File: src/rtl/io_rx_fifo_mark_pkg.sv
// Shared definitions for the RX framing buffer: input FSM states and tag bit positions.
package io_rx_fifo_mark_pkg;

  typedef enum logic {
    RX_IDLE     = 1'b0,
    RX_IN_FRAME = 1'b1
  } rx_state_e;

  // Tags sit directly above the payload in each stored entry.
  function automatic int sof_bit(input int data_width);
    return data_width;
  endfunction

  function automatic int eof_bit(input int data_width);
    return data_width + 1;
  endfunction

endpackage

File: src/rtl/io_rx_fifo_mark_fifo.sv
// io_generic_fifo: circular buffer with element count. A push is accepted
// when full if the head is popped in the same cycle.
module io_generic_fifo #(
  parameter int DATA_WIDTH       = 34,
  parameter int BUFFER_DEPTH     = 4,
  parameter int LOG_BUFFER_DEPTH = $clog2(BUFFER_DEPTH)
) (
  input  logic                        clk_i,
  input  logic                        rstn_i,
  input  logic                        clr_i,
  output logic [LOG_BUFFER_DEPTH:0]   elements_o,
  output logic [DATA_WIDTH-1:0]       data_o,
  output logic                        valid_o,
  input  logic                        ready_i,
  input  logic                        valid_i,
  input  logic [DATA_WIDTH-1:0]       data_i,
  output logic                        ready_o
);

  localparam logic [LOG_BUFFER_DEPTH-1:0] LAST  = LOG_BUFFER_DEPTH'(BUFFER_DEPTH - 1);
  localparam logic [LOG_BUFFER_DEPTH:0]   FULL  = (LOG_BUFFER_DEPTH + 1)'(BUFFER_DEPTH);
  localparam logic [LOG_BUFFER_DEPTH-1:0] P_ONE = LOG_BUFFER_DEPTH'(1);
  localparam logic [LOG_BUFFER_DEPTH:0]   C_ONE = (LOG_BUFFER_DEPTH + 1)'(1);

  logic [DATA_WIDTH-1:0]       r_mem [BUFFER_DEPTH];
  logic [LOG_BUFFER_DEPTH-1:0] r_wptr;
  logic [LOG_BUFFER_DEPTH-1:0] r_rptr;
  logic [LOG_BUFFER_DEPTH:0]   r_cnt;
  logic                        w_push;
  logic                        w_pop;

  assign valid_o    = (r_cnt != '0);
  assign w_pop      = valid_o & ready_i;
  assign ready_o    = (r_cnt != FULL) | w_pop;
  assign w_push     = valid_i & ready_o;
  assign data_o     = r_mem[r_rptr];
  assign elements_o = r_cnt;

  always_ff @(posedge clk_i or negedge rstn_i) begin
    if (!rstn_i) begin
      r_wptr <= '0;
      r_rptr <= '0;
      r_cnt  <= '0;
    end else if (clr_i) begin
      r_wptr <= '0;
      r_rptr <= '0;
      r_cnt  <= '0;
    end else begin
      if (w_push) r_wptr <= (r_wptr == LAST) ? '0 : r_wptr + P_ONE;
      if (w_pop)  r_rptr <= (r_rptr == LAST) ? '0 : r_rptr + P_ONE;
      case ({w_push, w_pop})
        2'b10:   r_cnt <= r_cnt + C_ONE;
        2'b01:   r_cnt <= r_cnt - C_ONE;
        default: r_cnt <= r_cnt;
      endcase
    end
  end

  always_ff @(posedge clk_i) begin
    if (w_push && !clr_i) r_mem[r_wptr] <= data_i;
  end

endmodule

File: src/rtl/io_rx_fifo_mark.sv
// RX framing buffer: stores {eof,sof,data}, drains by req/gnt, flags framing errors.
// Optional frame length counter enabled by IO_RX_FIFO_FRAME_LEN_EN.
module io_rx_fifo_mark
  import io_rx_fifo_mark_pkg::*;
#(
  parameter int DATA_WIDTH       = 32,
  parameter int BUFFER_DEPTH     = 4,
  parameter int LOG_BUFFER_DEPTH = $clog2(BUFFER_DEPTH),
  parameter int LEN_WIDTH        = 16
) (
  input  logic                        clk_i,
  input  logic                        rstn_i,
  input  logic                        clr_i,
  input  logic                        valid_i,
  input  logic [DATA_WIDTH-1:0]       data_i,
  input  logic                        sof_i,
  input  logic                        eof_i,
  output logic                        ready_o,
  output logic                        req_o,
  input  logic                        gnt_i,
  output logic [DATA_WIDTH-1:0]       data_o,
  output logic                        sof_o,
  output logic                        eof_o,
  output logic                        sof_evt_o,
  output logic                        eof_evt_o,
  output logic [LOG_BUFFER_DEPTH:0]   frames_o,
  output logic                        err_o,
  output logic [LEN_WIDTH-1:0]        frame_len_o
);

  localparam int SOF = sof_bit(DATA_WIDTH);
  localparam int EOF = eof_bit(DATA_WIDTH);
  localparam logic [LOG_BUFFER_DEPTH:0] F_ONE = (LOG_BUFFER_DEPTH + 1)'(1);

  logic [DATA_WIDTH+1:0]     w_wdata;
  logic [DATA_WIDTH+1:0]     w_rdata;
  logic [LOG_BUFFER_DEPTH:0] w_elements;
  logic                      w_ready;
  logic                      w_req;
  logic                      w_push;
  logic                      w_pop;

  rx_state_e                 r_state;
  logic                      r_err;
  logic [LOG_BUFFER_DEPTH:0] r_frames;
  logic                      r_sof_evt;
  logic                      r_eof_evt;

  assign w_wdata = {eof_i, sof_i, data_i};
  assign w_push  = valid_i & w_ready;
  assign w_pop   = w_req & gnt_i;

  io_generic_fifo #(
    .DATA_WIDTH       (DATA_WIDTH + 2),
    .BUFFER_DEPTH     (BUFFER_DEPTH),
    .LOG_BUFFER_DEPTH (LOG_BUFFER_DEPTH)
  ) u_fifo (
    .clk_i      (clk_i),
    .rstn_i     (rstn_i),
    .clr_i      (clr_i),
    .elements_o (w_elements),
    .data_o     (w_rdata),
    .valid_o    (w_req),
    .ready_i    (gnt_i),
    .valid_i    (valid_i),
    .data_i     (w_wdata),
    .ready_o    (w_ready)
  );

  assign ready_o   = w_ready;
  assign req_o     = w_req;
  assign data_o    = w_rdata[DATA_WIDTH-1:0];
  assign sof_o     = w_rdata[SOF];
  assign eof_o     = w_rdata[EOF];
  assign sof_evt_o = r_sof_evt;
  assign eof_evt_o = r_eof_evt;
  assign frames_o  = r_frames;
  assign err_o     = r_err;

  // Input framing FSM; only accepted words advance it, every word is stored.
  always_ff @(posedge clk_i or negedge rstn_i) begin
    if (!rstn_i) begin
      r_state <= RX_IDLE;
      r_err   <= 1'b0;
    end else if (clr_i) begin
      r_state <= RX_IDLE;
      r_err   <= 1'b0;
    end else if (w_push) begin
      if (sof_i && r_state == RX_IN_FRAME)          r_err <= 1'b1;
      if (eof_i && !sof_i && r_state == RX_IDLE)    r_err <= 1'b1;
      if (sof_i && !eof_i)                          r_state <= RX_IN_FRAME;
      else if (eof_i)                               r_state <= RX_IDLE;
    end
  end

  always_ff @(posedge clk_i or negedge rstn_i) begin
    if (!rstn_i) begin
      r_frames  <= '0;
      r_sof_evt <= 1'b0;
      r_eof_evt <= 1'b0;
    end else if (clr_i) begin
      r_frames  <= '0;
      r_sof_evt <= 1'b0;
      r_eof_evt <= 1'b0;
    end else begin
      r_sof_evt <= w_pop & w_rdata[SOF];
      r_eof_evt <= w_pop & w_rdata[EOF];
      case ({w_push & eof_i, w_pop & w_rdata[EOF]})
        2'b10:   r_frames <= r_frames + F_ONE;
        2'b01:   r_frames <= r_frames - F_ONE;
        default: r_frames <= r_frames;
      endcase
    end
  end

  // Every eof-tagged word counted here is still in the buffer.
  a_frames_le_elements: assert property (@(posedge clk_i) disable iff (!rstn_i)
    r_frames <= w_elements);

`ifdef IO_RX_FIFO_FRAME_LEN_EN
  localparam logic [LEN_WIDTH-1:0] LEN_MAX = '1;
  localparam logic [LEN_WIDTH-1:0] L_ONE   = LEN_WIDTH'(1);

  logic [LEN_WIDTH-1:0] r_len_cnt;
  logic [LEN_WIDTH-1:0] r_frame_len;
  logic [LEN_WIDTH-1:0] w_len_next;

  assign w_len_next  = w_rdata[SOF] ? L_ONE :
                       (r_len_cnt == LEN_MAX) ? r_len_cnt : r_len_cnt + L_ONE;
  assign frame_len_o = r_frame_len;

  always_ff @(posedge clk_i or negedge rstn_i) begin
    if (!rstn_i) begin
      r_len_cnt   <= '0;
      r_frame_len <= '0;
    end else if (clr_i) begin
      r_len_cnt   <= '0;
    end else if (w_pop) begin
      if (w_rdata[EOF]) begin
        r_frame_len <= w_len_next;
        r_len_cnt   <= '0;
      end else begin
        r_len_cnt   <= w_len_next;
      end
    end
  end
`else
  assign frame_len_o = '0;
`endif

endmodule

File: config.mk
export PLATFORM = sky130hd
export DESIGN_NAME = io_rx_fifo_mark
export DESIGN_NICKNAME = d
export VERILOG_FILES = /design/src/rtl/io_rx_fifo_mark_pkg.sv /design/src/rtl/io_rx_fifo_mark_fifo.sv /design/src/rtl/io_rx_fifo_mark.sv
export SDC_FILE = /design/constraint.sdc
export NUM_CORES = 1
export LEC_CHECK = 0
export ABC_AREA = 1
export BUFFER_PORTS_ARGS = -buffer_cell sky130_fd_sc_hd__clkbuf_2
export CELL_PAD_IN_SITES_DETAIL_PLACEMENT = 0
export CELL_PAD_IN_SITES_GLOBAL_PLACEMENT = 1
export CORE_MARGIN = 1
export CORE_UTILIZATION = 35
export CTS_CLUSTER_SIZE = 28
export DETAILED_ROUTE_END_ITERATION = 6
export PLACE_DENSITY = 0.68
export SLEW_MARGIN = 20
export SYNTH_ARGS = -nofsm -noshare
export SYNTH_HDL_FRONTEND = slang
export SYNTH_SLANG_ARGS = --single-unit
File: constraint.sdc
create_clock -name clk_i -period 3.85 [get_ports clk_i]
set_input_delay 0.385 -clock clk_i [delete_from_list [all_inputs] [get_ports clk_i]]
set_output_delay 0.385 -clock clk_i [all_outputs]
set_load 0.01 [all_outputs]
==> run_results.csv <==
group,metric,value,unit
outcome,status,"finished clean",
critical_path,worstPathArrival,2.51,ns
timing,slew_headroom,0.4606,
timing,rsz0062_at_grt,"false",
critical_path,path_max_fanout,39,
floorplanning,chipWidth,134.0,um
timing,fin_hold_ws,0.1900,ns
yosys,synth_seq_cells,150,
critical_path,rrSetupSlack,1.26,ns
placed_design,port_buffers,80,
timing,finalSetupViolCount,0,
critical_path,critPathCapture,"data_o[31]",
yosys,synthesis.area,6101,um2
timing,max_freq,0.3453,GHz
critical_path,rr_startpoint,"u_fifo.r_rptr[0]",
critical_path,reg2reg_depth,13,
final_layout,diodes,0,
routing,drt_iter0_drc,218,
clocking,clkLatencyLatePin,0.41,ns
final_layout,design_area,7289,um2
grt,antenna_found_initial,0,
placed_design,dp_cells,745,
clocking,cts_sinks,150,
clocking,hold_buffers,1,
critical_path,r2r-end,"frames_o[2]",
yosys,seq_area_frac_synth,0.7268,
final_layout,drive_gt1_frac,0.2527,
timing,period_minus_slack,2.896,ns
routing,drtPass1Iterations,4,
clocking,root_buffer,"clkbuf_16",
placed_design,place_congestion,0.7521,
power,clkPwrFrac,0.359,
routing,antenna_left,0,
worst_hold_path,min_path_type,"input port to flip-flop",
timing,drv_slew,0,
clocking,h-tree-depth,4,
power,pwr-share-comb,0.219,
placed_design,detailed_place_hpwl,7.431,mm
timing,tightest_slew,0.8071,ns
critical_path,crit_required,3.46,ns
power,p_switching,1375,uW
power,vdd_ir_drop_max,0.3514,mV
timing,tns,0,ns
yosys,yosysWarningCount,0,
clocking,cts_buffers,17,
clocking,cts_resized,0,
yosys,avgSynthCellArea,13.21,um2
yosys,synthArstFlopShare,0.09333,
routing,drc,0,
timing,finalCritPeriodShare,0.7522,
routing,viasPerCell,4.848,
power,pwr_density_cell,641.3,nW/um2
critical_path,worstSetupPathType,"flip-flop to output port",
critical_path,critical_path.max_stage_delay,0.67,ns
critical_path,cp_cell_sequence,"inv_4 -> buf_4 -> o21ai_0 -> o22ai_1 -> clkbuf_2",
routing,num_vias,3772,
floorplanning,initial_core_util,0.3627,
yosys,synth_cell_types,29,
power,p_seq_frac,0.422,
critical_path,crit_path_start,"u_fifo.r_rptr[0]",
grt,grt_pass1_vias,3652,
grt,grt_pass1_wl,19.64,mm
clocking,path_clk_slew,0.06,ns
yosys,synth-main-ff-cell,"edfxtp_1",
clocking,post_cts_buffers,0,
job,maxCapViolations,0,
final_layout,final_net_count,591,
placed_design,dp_slack,0.9679,ns
floorplanning,num_io_pins,97,
critical_path,slowest_stage,"dfrtp_2",
power,p_leak,0.002758,uW
critical_path,end_kind,"output port",
yosys,synth_edf_count,136,
timing,layout_setup_ws,0.9540,ns
power,swShare,0.2941,
routing,wl_per_cell,16.22,um
floorplanning,num_rows,47,
final_layout,syn2layout_area_growth,19.48,%
timing,hold_violations,0,
power,internal_power,3300,uW
yosys,synthCells,462,
critical_path,worstSetupStartpointType,"flip-flop",
floorplanning,dieArea,17960,um2
floorplanning,die_height,134.0,um
timing,finalClockSkew,0.005585,ns
grt,track_usage,0.1473,
final_layout,layout.cells.non_filler,778,
routing,drt-total-wl,12.62,mm
placed_design,place_area,6683,um2
clocking,cts_tree,"done",
clocking,clk_path_buf_depth,2,
floorplanning,core-area,16820,um2
grt,grt-ovfl-total,0,
grt,grt_max_degree,40,
## synthesized netlist by cell type (2+ instances only)
cell type	instances	area (um2)
nand2_1	22	82.58
o31ai_1	3	22.52
nand2_4	4	45.04
nand4_1	5	31.28
inv_1	21	78.83
edfxtp_1	136	4084
nor2_2	4	25.02
inv_4	2	12.51
dfrtp_1	14	350.3
buf_2	7	35.03
nor2_1	74	277.8
nand3_1	6	30.03
clkbuf_1	11	41.29
o21ai_1	3	15.01
o21ai_0	71	355.3
fa_1	2	40.04
nand2_2	5	31.28
buf_4	21	157.7
nand3_2	5	50.05
ha_1	5	62.56
o22ai_1	33	206.5
## how the worst min path moves through the flow
stage / end / from / slack, ns / cells after the start
2_1_floorplan: eof_evt_o / rstn_i / 0.09 / 0
3_3_place_gp: err_o / rstn_i / 0.31 / 1
3_5_place_dp: u_fifo.elements_o[2] / rstn_i / 0.31 / 1
4_1_cts: u_fifo.r_mem[0][20] / data_i[20] / 0.17 / 1
5_1_grt: u_fifo.r_mem[0][20] / data_i[20] / 0.17 / 1
6_report: u_fifo.r_mem[0][20] / data_i[20] / 0.19 / 1
## per-stage QoR
stage	utilization	total power, uW
final	0.4334	4674
after global routing	0.4334	4909
after CTS	0.4334	4729
after detailed placement	0.3973	3045
after global placement	0.3973	3027
after floorplan	-	2671
## power groups by stage
stage	registers (uW)	logic, uW	clock network [uW]
after floorplan	1960	712	0
after global placement	2000	1030	0
after detailed placement	2000	1040	0
after CTS	1970	1050	1710
after global routing	1980	1150	1770
final	1970	1020	1680
## kinds of logic (layout without fill, tap and decap cells)
logic type / count (synthesis) / after routing / share of synthesized area
flip-flops: 150 / 150 / 0.7268
AND/OR/NAND/NOR: 126 / 126 / 0.09516
AO/OA/AOI/OAI: 114 / 114 / 0.1052
buffers and inverters: 63 / 144 / 0.05394
adder cells (fa/ha/maj): 7 / 7 / 0.01682
other: 1 / 16 / 0.0006147
XOR/XNOR: 1 / 1 / 0.001436
## layout make-up
type | instances | area, um2
Fill cell | 1586 | 9529
Clock inverter | 11 | 156.4
Timing Repair Buffer | 88 | 462.9
Multi-Input combinational cell | 264 | 1424
Sequential cell | 150 | 4436
Inverter | 24 | 95.09
Tap cell | 220 | 275.3
Clock buffer | 21 | 440.4
## state kept, by name, summed over array words and instances (netlist names)
| name | count |
|---|---|
| u_fifo.elements_o | 3 |
| frames_o | 3 |
| sof_evt_o | 1 |
| err_o | 1 |
| u_fifo.r_mem | 136 |
| eof_evt_o | 1 |
| u_fifo.r_rptr | 2 |
| r_state | 1 |
| u_fifo.r_wptr | 2 |
## worst max-delay path: cells and delay by family (launching register included)
kind,cells,cell delay [ns]
flops,1,0.67
buf+inv,3,0.97
compound gates,2,0.42
## layout by cell type (no fill, tap or decap), drive strengths merged, types with 11 or more instances in the layout
master	instances
edfxtp	136
clkbuf	101
nor2	78
o21ai	75
o22ai	34
nand2	31
inv	24
conb	16
dfrtp	14
nand3	11
## layer usage
metal / vias to the layer above / wire, um / GRT usage
met5: - / 0 / 0
li1: 1805 / - / -
met1: 1835 / 5611 / 0.1856
met2: 121 / 6162 / 0.2398
met4: 0 / 130 / 0.06742
met3: 11 / 717 / 0.03628
No activity file was read; power rests on OpenSTA's default activity.
